<file path="src/rtl/key_entry_reader.sv">
// Keypad consumer: handshakes keys from the debouncer and assembles a hex entry.
// Enter publishes the entry on value with a one-cycle commit pulse.
module key_entry_reader #(
    parameter int DIGITS      = 8,
    parameter int ACK_TIMEOUT = 255
) (
    input  logic                  clk,
    input  logic                  rst,
    input  logic                  key_ready,
    input  logic [4:0]            key_code,
    output logic                  readn,
    output logic [4*DIGITS-1:0]   entry,
    output logic [3:0]            digit_cnt,
    output logic [4*DIGITS-1:0]   value,
    output logic                  commit,
    output logic                  overflow,
    output logic                  ack_err
);
    // state    | meaning
    // IDLE     | waiting for key_ready; key is decoded on the capturing edge
    // ACK      | readn low for one cycle
    // WAIT_REL | waiting for key_ready to drop, bounded by ACK_TIMEOUT
    localparam int            CW   = $clog2(ACK_TIMEOUT + 1);
    localparam logic [3:0]    DMAX = 4'(DIGITS);
    localparam logic [CW-1:0] TMAX = CW'(ACK_TIMEOUT);

    typedef enum logic [1:0] {IDLE, ACK, WAIT_REL} state_t;

    state_t        state;
    logic [CW-1:0] cnt;
    logic [CW-1:0] cnt_inc;

    assign cnt_inc = cnt + CW'(1);

    always_ff @(posedge clk) begin
        if (rst) begin
            state     <= IDLE;
            cnt       <= '0;
            readn     <= 1'b1;
            entry     <= '0;
            digit_cnt <= 4'd0;
            value     <= '0;
            commit    <= 1'b0;
            overflow  <= 1'b0;
            ack_err   <= 1'b0;
        end else begin
            commit <= 1'b0;
            case (state)
                IDLE: begin
                    if (key_ready) begin
                        readn <= 1'b0;
                        state <= ACK;
                        if (!key_code[4]) begin
                            if (digit_cnt < DMAX) begin
                                entry     <= {entry[4*DIGITS-5:0], key_code[3:0]};
                                digit_cnt <= digit_cnt + 4'd1;
                            end else begin
                                overflow <= 1'b1;
                            end
                        end else begin
                            case (key_code[3:0])
                                4'h0: begin
                                    if (digit_cnt != 4'd0) begin
                                        entry     <= entry >> 4;
                                        digit_cnt <= digit_cnt - 4'd1;
                                    end
                                end
                                4'h1: begin
                                    value     <= entry;
                                    commit    <= 1'b1;
                                    entry     <= '0;
                                    digit_cnt <= 4'd0;
                                end
                                4'h2: begin
                                    entry     <= '0;
                                    digit_cnt <= 4'd0;
                                    overflow  <= 1'b0;
                                end
                                default: ;
                            endcase
                        end
                    end
                end
                ACK: begin
                    readn <= 1'b1;
                    cnt   <= '0;
                    state <= WAIT_REL;
                end
                WAIT_REL: begin
                    cnt <= cnt_inc;
                    if (!key_ready) begin
                        state <= IDLE;
                    end else if (cnt_inc == TMAX) begin
                        // a stuck key_ready is then re-read as a fresh key
                        ack_err <= 1'b1;
                        state   <= IDLE;
                    end
                end
                default: state <= IDLE;
            endcase
        end
    end
endmodule

</file>
<file path="config.mk">
export PLATFORM = sky130hd
export DESIGN_NAME = key_entry_reader
export DESIGN_NICKNAME = d
export VERILOG_FILES = /design/src/rtl/key_entry_reader.sv
export SDC_FILE = /design/constraint.sdc
export NUM_CORES = 1
export LEC_CHECK = 0
export CAP_MARGIN = 20
export CORE_UTILIZATION = 40
export DETAILED_ROUTE_END_ITERATION = 8
export PLACE_DENSITY = 0.63
export SLEW_MARGIN = 20
export SYNTH_ARGS = -nofsm -noshare
export SYNTH_HDL_FRONTEND = slang
export SYNTH_SLANG_ARGS = --single-unit
</file>
<file path="constraint.sdc">
create_clock -name clk -period 2.8 [get_ports clk]
set_input_delay 0.42 -clock clk [delete_from_list [all_inputs] [get_ports clk]]
set_output_delay 0.42 -clock clk [all_outputs]
set_load 0.02 [all_outputs]
</file>
# Yosys cells after proc, flatten, opt, wreduce, memory -nomap -nowiden
# Cells that the tools add are included.
# word_totals
reg_bits	82
word_cells	60
# op_classes
addsub	3
n_lt_le_gt_ge	1
n_reduce_logical	14
bitwise	3
mux	19
n_eq_ne	11
# ops
operator	count
32-bit two-way mux	3
32-bit one-hot mux with 2 select lines	1
8-bit one-hot mux with 2 select lines	1
4-bit two-way mux	3
8-bit by 1-bit adder with 8-bit output, second input constant	1
8-bit == test, second input constant	1
4-bit one-hot mux with 2 select lines	1
4-bit AND reduction	2
2-bit two-way mux	3
3-bit != test, second input constant	2
2-bit one-hot mux with 3 select lines	1
2-bit nonzero test	3
1-bit two-way mux	5
5-bit AND reduction	1
4-bit by 1-bit adder with 4-bit output, second input constant	1
4-bit by 1-bit == test with 1-bit output, second input constant	1
4-bit by 2-bit == test with 1-bit output, second input constant	1
4-bit logical NOT	1
4-bit less-than comparator, second input constant	1
2-bit != test, second input constant	2
2-bit AND reduction	2
4-bit nonzero test	1
4-bit OR reduction	1
4-bit by 1-bit subtractor with 4-bit output, second input constant	1
other kinds (9)	11

# Longest topological paths before layout
# Gate-level depths: netlist of run 1.
# depth
word_depth	5
depth_mapped	9
depth_no_buf	7

# Worst setup path before layout of run 1
# OpenSTA, ideal clock, no wires.
# synth_path
path_type	reg2reg
startpoint	register digit_cnt[0]
endpoint	register digit_cnt[2]
t_arrival_ps	1974
stages_incl_launch_ff	9
path_slack_ps	755
setup_ps	70
path_cell_list	dfxtp_1 -> inv_1 -> ha_1 -> inv_1 -> o211ai_2 -> a211o_1 -> buf_6 -> or4_1 -> a21oi_1
# synth_via
elab_chain_cells	4
word_cells_on_any_way	11
# synth_lines
element	line_no	rtl
start: declaration	13	output logic [3:0] digit_cnt,
start signal: assignment	56	digit_cnt <= digit_cnt + 4'd1;
start signal: assignment	65	digit_cnt <= digit_cnt - 4'd1;
4-bit by 1-bit subtractor with 4-bit output	65	
4-bit two-way mux	63	if (digit_cnt != 4'd0) begin
4-bit one-hot mux with 2 select lines	61	case (key_code[3:0])
4-bit two-way mux	53	if (!key_code[4]) begin
# Several ways; a longest one is shown, not always the timed one. The select of a mux whose other input is x is not followed.
# A chain may end at the register's enable or synchronous reset.

# Worst setup path after layout of run 1
# layout_path
startpoint	input port key_code[1]
endpoint	register entry[8]
# layout_via
elab_chain_cells	4
word_cells_on_any_way	9
# layout_lines
element	line_no	rtl
start: declaration	10	input logic [4:0] key_code,
4-bit by 2-bit == test with 1-bit output / 4-bit by 1-bit == test with 1-bit output (equally long branches)	61	
2-bit OR reduction (no source line)	--	
3-bit by 2-bit != test with 1-bit output (no source line) / 32-bit one-hot mux with 2 select lines (equally long branches)	--	
5-bit AND reduction (no source line) / 32-bit two-way mux (equally long branches)	--	
end signal: assignment	55	entry <= {entry[4*DIGITS-5:0], key_code[3:0]};
end signal: assignment	64	entry <= entry >> 4;
end: declaration	12	output logic [4*DIGITS-1:0] entry,
# Several ways; a longest one is shown, not always the timed one.

==> results of run 1 <==
==> synth_stat cells <==
library cell | count | area share
a211o_1 | 1 | 0.0024
a211oi_1 | 2 | 0.0041
a21oi_1 | 47 | 0.064
a221oi_1 | 28 | 0.067
a311oi_1 | 1 | 0.0024
a31o_2 | 1 | 0.0024
a31oi_1 | 3 | 0.0051
a32oi_1 | 2 | 0.0048
a41oi_1 | 2 | 0.0048
and2_1 | 1 | 0.0017
and3_1 | 2 | 0.0034
and4_1 | 1 | 0.0024
buf_1 | 1 | 0.0010
buf_2 | 2 | 0.0027
buf_6 | 5 | 0.015
clkbuf_1 | 27 | 0.028
dfxtp_1 | 82 | 0.45
ha_1 | 7 | 0.024
inv_1 | 11 | 0.011
mux2i_1 | 5 | 0.014
nand2_1 | 83 | 0.085
nand2b_1 | 3 | 0.0051
nand3_1 | 7 | 0.0095
nand3b_1 | 1 | 0.0020
nand4_1 | 4 | 0.0068
nor2_1 | 43 | 0.044
nor2_2 | 1 | 0.0017
nor2b_1 | 4 | 0.0068
nor3_1 | 6 | 0.0082
nor3_2 | 25 | 0.068
nor3b_1 | 1 | 0.0020
nor4_1 | 2 | 0.0034
nor4b_1 | 4 | 0.0095
o211a_1 | 2 | 0.0054
o211ai_2 | 1 | 0.0034
o21a_1 | 2 | 0.0041
o21ai_0 | 7 | 0.0095
o311ai_0 | 1 | 0.0024
or2b_1 | 1 | 0.0020
or3_1 | 1 | 0.0017
or3b_2 | 1 | 0.0024
or4_1 | 2 | 0.0041
xor2_1 | 3 | 0.0071
==> layout by cell type (no fill, tap or decap), types with 3 or more instances in the layout <==
cell             instances
clkdlybuf4s50_1         78
inv_1                   11
buf_4                    9
nand2_1                 83
nor2_1                  43
a31oi_1                  3
o21ai_0                  7
nand4_1                  4
xor2_1                   3
ha_1                     7
mux2i_1                  5
a221oi_1                28
nand2b_1                 3
nor2b_1                  4
nor4b_1                  4
nor3_1                   6
nand3_1                  7
nor3_2                  25
a21oi_1                 46
dfxtp_1                 82
clkbuf_8                10
==> critical path, delay by kind of cell <==
family | cells | cell delay (ps)
compound gates | 3 | 650
buf+inv | 2 | 770
simple gates | 2 | 690
==> logic make-up after synthesis <==
kind of cell,count (synthesis),synth area share
flip-flops,82,0.4466
adder cells (fa/ha/maj),7,0.02382
AO/OA/AOI/OAI,100,0.1814
AND/OR/NAND/NOR,193,0.2696
multiplexers,5,0.01362
XOR/XNOR,3,0.007149
buffers and inverters,46,0.05786
==> state kept, by name, indices dropped and copies added (netlist names) <==
register,cells
digit_cnt,4
commit,1
value,32
cnt,8
entry,32
readn,1
state,2
overflow,1
ack_err,1
==> where the power goes <==
group / total [W] / internal [W] / leakage (nW) / switching (W)
clock: 0.000976 / 0.000532 / 0.110 / 0.000444
combinational: 0.000658 / 0.000280 / 0.841 / 0.000377
sequential: 0.00135 / 0.00124 / 0.666 / 0.000113
total: 0.00299 / 0.00205 / 1.62 / 0.000934
==> layout make-up <==
class | count | area, um^2
clock buffer | 11 | 141.4
clock inverter | 5 | 85.08
fill | 818 | 4050
inverter | 11 | 41.29
multi-input combinational | 308 | 1843
sequential | 82 | 1642
tap | 108 | 135.1
timing repair buffer | 88 | 868.3
==> layer usage <==
layer | global-route usage | vias up | wire length [um]
li1 | - | 1668 | -
met3 | 0.03221 | 9 | 471
met4 | 0.07925 | 0 | 118
met1 | 0.2747 | 1627 | 4566
met5 | 0 | - | 0
met2 | 0.3001 | 96 | 4137
==> final timing paths <==
| path | slack (ps) | cells past startpoint | endpoint | startpoint |
|---|---|---|---|---|
| max | 550 | 7 | entry[8]$_SDFFE_PP0P_ | key_code[1] |
| min | 460 | 2 | value[18]$_SDFFE_PP0P_ | value[18]$_SDFFE_PP0P_ |
| max reg2reg | 670 | 6 | value[29]$_SDFFE_PP0P_ | state[0]$_SDFFE_PP0P_ |
| min reg2reg | 460 | 2 | value[18]$_SDFFE_PP0P_ | value[18]$_SDFFE_PP0P_ |
==> metrics by stage <==
| stage | cells | worst slack [ps] | power, W | area, um^2 | utilization |
|---|---|---|---|---|---|
| final | 613 | 551.6 | 0.002988 | 4756 | 0.5401 |
| after detailed placement | 597 | 199.8 | 0.002041 | 4529 | 0.5144 |
| after CTS | 613 | 559.6 | 0.003015 | 4756 | 0.5401 |
| after global routing | 613 | 453.6 | 0.003123 | 4756 | 0.5401 |
| after floorplan | 436 | 755.3 | 0.001785 | 3676 | - |
| after global placement | 597 | 245.1 | 0.002028 | 4529 | 0.5144 |
==> results.sh, run 1 <==
export IMPL_dieWidth_um=97.87
export IMPL_syn2layout_area_growth_pct=29.37
export IMPL_slew_headroom=0.5543
export IMPL_fin_crit_sh=0.8030
export IMPL_setup_violations=0
export IMPL_violations="DRC"
export IMPL_syn_area_mm2=0.003676
export IMPL_hold_path_class="flop to flop"
export IMPL_maxCapViolations=0
export IMPL_grt_overflow=0
export IMPL_syn_avg_cell_area_um2=8.431
export IMPL_grt_setup_unrepaired="false"
export IMPL_cts_sinks=82
export IMPL_post_cts_buffers=0
export IMPL_grt_pass1_vias=3064
export IMPL_report_final_slew_viol_count=0
export IMPL_die_area_mm2=0.009578
export IMPL_grt_usage=0.1964
export IMPL_hold_viol=0
export IMPL_leakagePower_nw=1.617
export IMPL_cp_slowest_stage_delay_ps=550
export IMPL_wl_per_cell_um=15.16
export IMPL_cts_tree="done"
export IMPL_p_per_area_mw_per_mm2=628.2
export IMPL_status="finished, violations left"
export IMPL_antenna_found_initial=0
export IMPL_ant_nets=0
export IMPL_hpwlAfterDp_um=6104
export IMPL_clkLatencyLatePin_ps=350
export IMPL_fin_hold_ws_ps=455.6
export IMPL_num_rows=34
export IMPL_cp_end_kind="flop"
export IMPL_grt_first_pass_wirelength_um=15290
export IMPL_required_ps=3080
export IMPL_cts_root_buf="clkbuf_8"
export IMPL_final_nets=515
export IMPL_via_per_inst=5.546
export IMPL_antenna_cells=0
export IMPL_crit_chain="clkdlybuf4s50_1, or4_1, o211ai_2, a211o_1, buf_12, a221oi_1, nor3_1"
export IMPL_cts_path_max_buffers=2
export IMPL_layout_drive_gt1_share=0.1129
export IMPL_max_freq_mhz=444.8
export IMPL_critical_path_max_fanout=32
export IMPL_yosys_warnings=0
export IMPL_grt_max_degree=54
export IMPL_numPortBuffers=79
export IMPL_firstDrtPassIters=6
export IMPL_worst_ep_arrival_time_ps=2530
export IMPL_die_y_um=97.87
export IMPL_cts_reportedPaths_clkPinSlew_ps=90
export IMPL_synth_seq_cells=82
export IMPL_setup_tns_ps=0
export IMPL_ir_worst_vdd_v=0.0003260
export IMPL_cts_buffers=9
export IMPL_h_tree_depth=3
export IMPL_finalCriticalPeriod_ps=2248
export IMPL_core_area_mm2=0.008806
export IMPL_boundaryPins=80
export IMPL_synth_nets=451
export IMPL_synth_distinct_cells=43
export IMPL_critPathLaunchType="primary input"
export IMPL_ys_seq_area_frac=0.4466
export IMPL_wirelength_um=9293
export IMPL_cts_resized_gates=0
export IMPL_worst_pin_slew_ps=668.5
export IMPL_cts_hold_buffers=0
export IMPL_drt_initial_drc_count=184
export IMPL_drc=7
export IMPL_critical_path_class="primary input to flop"
export IMPL_synth_cells=436
export IMPL_start_util=0.4174
export IMPL_clock_skew_ps=7.709
export IMPL_slowest_stage="clkdlybuf4s50_1"
export IMPL_vias=3400
export IMPL_gp_congestion=0.8188
No activity file was read; power rests on OpenSTA's default activity.
==> inputs of run 2 (changes only) <==
--- a/config.mk
+++ b/config.mk
@@ -8,7 +8,7 @@
 export CAP_MARGIN = 20
 export CORE_UTILIZATION = 40
 export DETAILED_ROUTE_END_ITERATION = 8
-export PLACE_DENSITY = 0.63
+export PLACE_DENSITY = 0.66
 export SLEW_MARGIN = 20
 export SYNTH_ARGS = -nofsm -noshare
 export SYNTH_HDL_FRONTEND = slang
==> constraint.sdc (replaced) <==
create_clock -name clk -period 1.8 [get_ports clk]
set_input_delay 0.27 -clock clk [delete_from_list [all_inputs] [get_ports clk]]
set_output_delay 0.27 -clock clk [all_outputs]
set_load 0.02 [all_outputs]
==> run 2 against run 1 <==
  * Global-route usage up 1.9 points
  * Critical endpoint is now entry[26]$_SDFFE_PP0P_
  * Register-to-register slack lost 700 ps
  * First-iteration DRC count rose by 5.4%
  * Largest cell class unchanged
  * The run ends with DRC, setup timing left
  * Core utilization up 4.8 points
  * Largest power group unchanged
  * Worst setup slack got worse by 590 ps
  * Worst hold slack got worse by 210 ps
  * Critical path depth grew 1
  * Non-clock buffer count increased by 33
==> results.sh, run 2 (synthesis results as in run 1) <==
export IMPL_netSwitchingFraction=0.3260
export IMPL_die_area_mm2=0.009578
export IMPL_antenna_found_initial=0
export IMPL_grt_overflow=0
export IMPL_p_clk_frac=0.295
export IMPL_status="finished, violations left"
export IMPL_report_final_slew_viol_count=0
export IMPL_clock_skew_ps=15.26
export IMPL_post_route_util=0.5881
export IMPL_leakagePower_nw=1.830
export IMPL_final_cell_mix="82 x nand2_1, 77 x dfxtp_1, 76 x clkdlybuf4s50_1"
export IMPL_numPortBuffers=79
export IMPL_fin_hold_ws_ps=247.0
export IMPL_core_area_mm2=0.008806
export IMPL_start_util=0.4174
export IMPL_die_y_um=97.87
export IMPL_p_per_area_mw_per_mm2=917.4
export IMPL_cts_path_max_buffers=2
export IMPL_ir_worst_vdd_v=0.0005269
export IMPL_grt_pass1_vias=3338
export IMPL_cts_sinks=82
export IMPL_pwr_share_comb=0.266
export IMPL_clkLatencyLatePin_ps=350
export IMPL_gp_congestion=0.9146
export IMPL_top_regs="entry: 32 flops, value: 32 flops, cnt: 8 flops"
export IMPL_cts_hold_buffers=0
export IMPL_cts_reportedPaths_clkPinSlew_ps=90
export IMPL_slowest_stage="or4_4"
export IMPL_stdcell_area_mm2=0.005179
export IMPL_finalCriticalPeriod_ps=1841
export IMPL_grt_usage=0.2150
export IMPL_critPathLaunchType="primary input"
export IMPL_cts_tree="done"
export IMPL_num_rows=34
export IMPL_setup_violations=26
export IMPL_fin_cells=646
export IMPL_layout_drive_gt1_share=0.2119
export IMPL_hold_viol=0
export IMPL_critical_path_class="primary input to flop"
export IMPL_max_freq_mhz=543.3
export IMPL_maxCapViolations=0
export IMPL_antenna_cells=0
export IMPL_drt_initial_drc_count=194
export IMPL_syn2layout_area_growth_pct=40.88
export IMPL_drc=10
export IMPL_final_common_cell="nand2_1"
export IMPL_cts_root_buf="clkbuf_8"
export IMPL_hold_path_class="primary input to flop"
export IMPL_placed_cells=624
export IMPL_fin_crit_sh=1.023
export IMPL_worst_ep_arrival_time_ps=2060
export IMPL_h_tree_depth=3
export IMPL_seq_power_share=0.439
export IMPL_wl_per_cell_um=16.11
export IMPL_worst_pin_slew_ps=368.3
export IMPL_grt_setup_unrepaired="true"
export IMPL_p_sw_w=0.001549
export IMPL_grt_max_degree=66
export IMPL_boundaryPins=80
export IMPL_violations="DRC, setup timing"
export IMPL_final_nets=548
export IMPL_cts_buffers=9
export IMPL_slew_headroom=0.7545
export IMPL_cp_slowest_stage_delay_ps=510
export IMPL_intPower_w=0.003202
export IMPL_ant_nets=0
export IMPL_required_ps=2020
export IMPL_dieWidth_um=97.87
export IMPL_vias=3583
export IMPL_place_area_mm2=0.004821
export IMPL_via_per_inst=5.546
export IMPL_grt_first_pass_wirelength_um=16710
export IMPL_firstDrtPassIters=7
export IMPL_cp_end_kind="flop"
export IMPL_crit_chain="clkdlybuf4s50_1, or4_4, o211ai_4, buf_4, a211oi_4, buf_12, nor2_1, nor3_2"
export IMPL_wirelength_um=10410
export IMPL_hpwlAfterDp_um=6683
export IMPL_setup_ws_ps=-40.76
export IMPL_critical_path_max_fanout=29
[run 2: cell types whose count changed in the layout (fill, tap and decap cells not counted), moves of 3 or more]
cell	change
inv_2	+3
dfxtp_4	+3
inv_1	-3
nor2_2	+4
nor2_1	-5
buf_12	+6
buf_4	+24
dfxtp_1	-5
[run 2: critical path, delay by kind of cell]
family	cells	cell delay, ps
buffers and inverters	3	790
AO/OA/AOI/OAI	2	300
AND/OR/NAND/NOR	3	690
[run 2: layout make-up]
cell class / count / area [um^2]
Inverter: 11 / 41.29
Clock inverter: 6 / 71.32
Timing Repair Buffer: 121 / 1211
Clock buffer: 10 / 137.6
Tap cell: 108 / 135.1
Sequential cell: 82 / 1655
Multi-Input combinational cell: 308 / 1927
Fill cell: 791 / 3627
[run 2: metrics by stage]
stage          TNS, ps  power (W)  setup WS [ps]
2_1_floorplan   -560.6   0.002789         -33.10
3_3_place_gp    -23370   0.003260         -463.5
3_5_place_dp    -25020   0.003295         -448.9
4_1_cts         -8.398   0.004726         -8.398
5_1_grt          -2130   0.004987         -83.96
6_report        -552.0   0.004751         -40.76
[run 2: power by group through the flow]
| stage | logic, W | registers (W) | clock network [W] |
|---|---|---|---|
| after floorplan | 0.000574 | 0.00222 | 0 |
| after global placement | 0.00114 | 0.00212 | 0 |
| after detailed placement | 0.00117 | 0.00212 | 0 |
| after CTS | 0.00120 | 0.00208 | 0.00144 |
| after global routing | 0.00136 | 0.00210 | 0.00153 |
| final | 0.00126 | 0.00209 | 0.00140 |
[run 2: worst paths after layout]
check,start,end,slack (ps),depth (start not counted)
worst max register to register,digit_cnt[3]$_SDFFE_PP0P_,entry[26]$_SDFFE_PP0P_,-30,7
worst min-delay path,rst,readn$_SDFFE_PP1P_,250,3
worst max-delay path,key_code[1],entry[26]$_SDFFE_PP0P_,-40,8
worst min register to register,value[2]$_SDFFE_PP0P_,value[2]$_SDFFE_PP0P_,460,2
[run 2: what timing repair did]
item / 4_1_cts / 5_1_grt
cloned: 0 / 1
pin swaps: 6 / 4
setup buffers: 3 / 2
setup endpoints to repair: 34 / 69
resized for setup: 7 / 19
[run 2: metal layers]
metal	track usage	vias up	wire, um	share of wire
met5	0	-	0	0
met4	0.06993	0	109	0.010
met3	0.03722	9	565	0.054
met2	0.3467	113	4813	0.46
met1	0.2913	1732	4916	0.47
li1	-	1729	-	-
==> inputs of run 3 (changes only) <==
--- a/config.mk
+++ b/config.mk
@@ -8,6 +8,7 @@
 export CAP_MARGIN = 20
 export CORE_UTILIZATION = 40
 export DETAILED_ROUTE_END_ITERATION = 8
+export GPL_ROUTABILITY_DRIVEN = 0
 export PLACE_DENSITY = 0.66
 export SLEW_MARGIN = 20
 export SYNTH_ARGS = -nofsm -noshare
==> results of run 3 <==
No change in the layout: final DEF, timing and power equal those of run 2.
==> variant: new RTL, settings of run 2 <==
Put one more register stage on the output `digit_cnt`, with the module's reset. The value now appears one clock later. The other outputs are not delayed to match.
--- a/src/rtl/key_entry_reader.sv
+++ b/src/rtl/key_entry_reader.sv
@@ -27,4 +27,6 @@
     typedef enum logic [1:0] {IDLE, ACK, WAIT_REL} state_t;
 
+    logic [3:0] digit_cnt_s0;
+
     state_t        state;
     logic [CW-1:0] cnt;
@@ -39,5 +41,5 @@
             readn     <= 1'b1;
             entry     <= '0;
-            digit_cnt <= 4'd0;
+            digit_cnt_s0 <= 4'd0;
             value     <= '0;
             commit    <= 1'b0;
@@ -52,7 +54,7 @@
                         state <= ACK;
                         if (!key_code[4]) begin
-                            if (digit_cnt < DMAX) begin
+                            if (digit_cnt_s0 < DMAX) begin
                                 entry     <= {entry[4*DIGITS-5:0], key_code[3:0]};
-                                digit_cnt <= digit_cnt + 4'd1;
+                                digit_cnt_s0 <= digit_cnt_s0 + 4'd1;
                             end else begin
                                 overflow <= 1'b1;
@@ -61,7 +63,7 @@
                             case (key_code[3:0])
                                 4'h0: begin
-                                    if (digit_cnt != 4'd0) begin
+                                    if (digit_cnt_s0 != 4'd0) begin
                                         entry     <= entry >> 4;
-                                        digit_cnt <= digit_cnt - 4'd1;
+                                        digit_cnt_s0 <= digit_cnt_s0 - 4'd1;
                                     end
                                 end
@@ -70,9 +72,9 @@
                                     commit    <= 1'b1;
                                     entry     <= '0;
-                                    digit_cnt <= 4'd0;
+                                    digit_cnt_s0 <= 4'd0;
                                 end
                                 4'h2: begin
                                     entry     <= '0;
-                                    digit_cnt <= 4'd0;
+                                    digit_cnt_s0 <= 4'd0;
                                     overflow  <= 1'b0;
                                 end
@@ -101,4 +103,12 @@
         end
     end
+    always_ff @(posedge clk) begin
+        if (rst) begin
+            digit_cnt <= '0;
+        end else begin
+            digit_cnt <= digit_cnt_s0;
+        end
+    end
+
 endmodule
 
Check against the original RTL: not equivalent (a bounded check fails within 4 cycles, from zero or initial values and one cycle with rst high).
==> variant against run 2 <==
  * The run ends with setup timing left
  * Cell area up 8.6%
  * Sequential share of layout area is 1.2 points lower
  * Hold slack improved by 0.079 ns
  * Area after synthesis up 4.9%
  * Critical path depth unchanged
  * Worst setup slack worse by 0.026 ns
  * Die area rose by 4.8%
  * Sequential cell count rose by 4
  * Clock skew fell by 0.0052 ns
  * Wire length grew 4.2%
  * Total power shrank 2.9%
  * Critical path type is now reg2reg
  * Highest routed layer unchanged
==> variant: results <==
export IMPL_cts_htree_levels=3
export IMPL_asyncSetResetFlopFracSynth=0
export IMPL_layout_top_registers="entry (32), value (32), cnt (8)"
export IMPL_critical_path_max_stage_delay_ns=0.47
export IMPL_finalClockSkew_ns=0.0101
export IMPL_via_count_of_the_first_global_routing_pass=3586
export IMPL_grt_antenna_before_repair=0
export IMPL_detail_route_iter0_violations=178
export IMPL_mappedNetlistNets=496
export IMPL_synth_top_flop_cell="dfxtp_1"
export IMPL_netlist_top_cells_area="dfxtp_1 (45%), nand2_1 (7.5%), a311oi_1 (7.0%)"
export IMPL_layout_cells_sized_above_1=0.225
export IMPL_failed_checks="setup timing"
export IMPL_dp_cells=700
export IMPL_yosysSeqAreaShare=0.447
export IMPL_grt_first_pass_wirelength_um=17300
export IMPL_worst_slack_ns=-0.0671
export IMPL_timing_worst_slew_pin_value_ns=0.592
export IMPL_insertion_delay_ns=0.36
export IMPL_status="finished with violations"
export IMPL_total_wirelength_um=10800
export IMPL_slowest_stage="or4b_4"
export IMPL_min_path_type="in2reg"
export IMPL_clock_root_buffer="clkbuf_8"
export IMPL_cts_max_path_buffers=2
export IMPL_io_buffer_count=79
export IMPL_p_leak_uw=0.00190
export IMPL_hpwl_um=6900
export IMPL_wl_per_cell_um=15.0
export IMPL_cp_arrival_ns=2.11
export IMPL_nets=606
export IMPL_antenna_cells_inserted=0
export IMPL_drt_vias_per_instance=5.30
export IMPL_cts_buffers=9
export IMPL_total_track_usage=0.214
export IMPL_dr_pass1_iters=4
export IMPL_setup_viol=29
export IMPL_grt_start_max_net_pins=72
export IMPL_synth_lib_cells_used_distinct=42
export IMPL_yosysWarnings=0
export IMPL_finalWeightedCongestion=0.799
export IMPL_worst_path_max_fanout=26
export IMPL_maximum_ir_drop_on_the_vdd_rail_uv=380
export IMPL_syn_area_per_cell_um2=8.01
export IMPL_clkSlewWorstSetupHoldPaths_ns=0.09
export IMPL_critPathTopFamily="simple AND/OR/NAND/NOR gates"
export IMPL_synth_cell_count_leaders="dfxtp_1 (86), nand2_1 (77), nor2_1 (54), a21oi_1 (48), nand3_1 (35)"
variant: changes by cell type in the layout (fill, tap and decap cells not counted), sizes merged, moves of 4 or more:
cell           run 2  this run
a311oi             1        31
a221oi            28         0
nand2b             3        31
nand3              7        35
nor3              31         3
buf               42        60
nor2              44        54
nand2             83        77
nor2b              4         9
dfxtp             82        86
nor4b              4         0
variant: repair_timing:
action,CTS,global route
buffers inserted,2,5
endpoints found under the setup margin,35,71
gates cloned,0,2
resized for setup,9,51
pin swaps,2,12
variant: stage by stage:
| stage | util | hold slack [ns] | worst slack (ns) | cell area (um2) | TNS (ns) |
|---|---|---|---|---|---|
| 2_1_floorplan | - | 0.442 | -0.0262 | 3880 | -0.366 |
| 3_3_place_gp | 0.547 | 0.441 | -0.370 | 5080 | -19.70 |
| 3_5_place_dp | 0.547 | 0.446 | -0.455 | 5080 | -19.14 |
| 4_1_cts | 0.577 | 0.320 | -0.0738 | 5360 | -1.30 |
| 5_1_grt | 0.606 | 0.345 | -0.152 | 5620 | -3.77 |
| 6_report | 0.606 | 0.326 | -0.0671 | 5620 | -0.980 |
variant: routing by layer:
metal / GRT usage / vias to the layer above / share of wire
met2: 0.326 / 81 / 0.46
met5: 0 / - / 0
met4: 0.0702 / 0 / 0.0063
met1: 0.302 / 1854 / 0.48
li1: - / 1895 / -
met3: 0.0453 / 6 / 0.048
variant: power by group:
part / internal (uW) / switching, uW
Clock: 787 / 742
Sequential: 1990 / 97.0
Combinational: 463 / 534
variant: final timing paths:
check,start,end,slack (ns),cells past startpoint
worst min-delay path,rst,ack_err,0.33,2
worst min register to register,value[3],value[3],0.46,2
worst max register to register,digit_cnt_s0[1],entry[26],-0.07,8
worst max-delay path,digit_cnt_s0[1],entry[26],-0.07,8
variant: final cells by class:
class,count,area [um2]
clock buffers,9,124
clock inverters,6,93.8
fillers,835,3660
inverters,9,33.8
multi-input cells,347,2180
flip-flops and latches,86,1730
well taps,129,161
repair buffers,138,1300
variant: logic make-up after synthesis:
logic type / Yosys count / synth area share
and+or+nand+nor: 224 / 0.269
AOI/OAI and AO/OA: 106 / 0.181
DFF: 86 / 0.447
buffers and inverters: 48 / 0.0545
muxes: 9 / 0.0240
adders and majority gates: 7 / 0.0227
xor gates and xnor gates: 1 / 0.00227
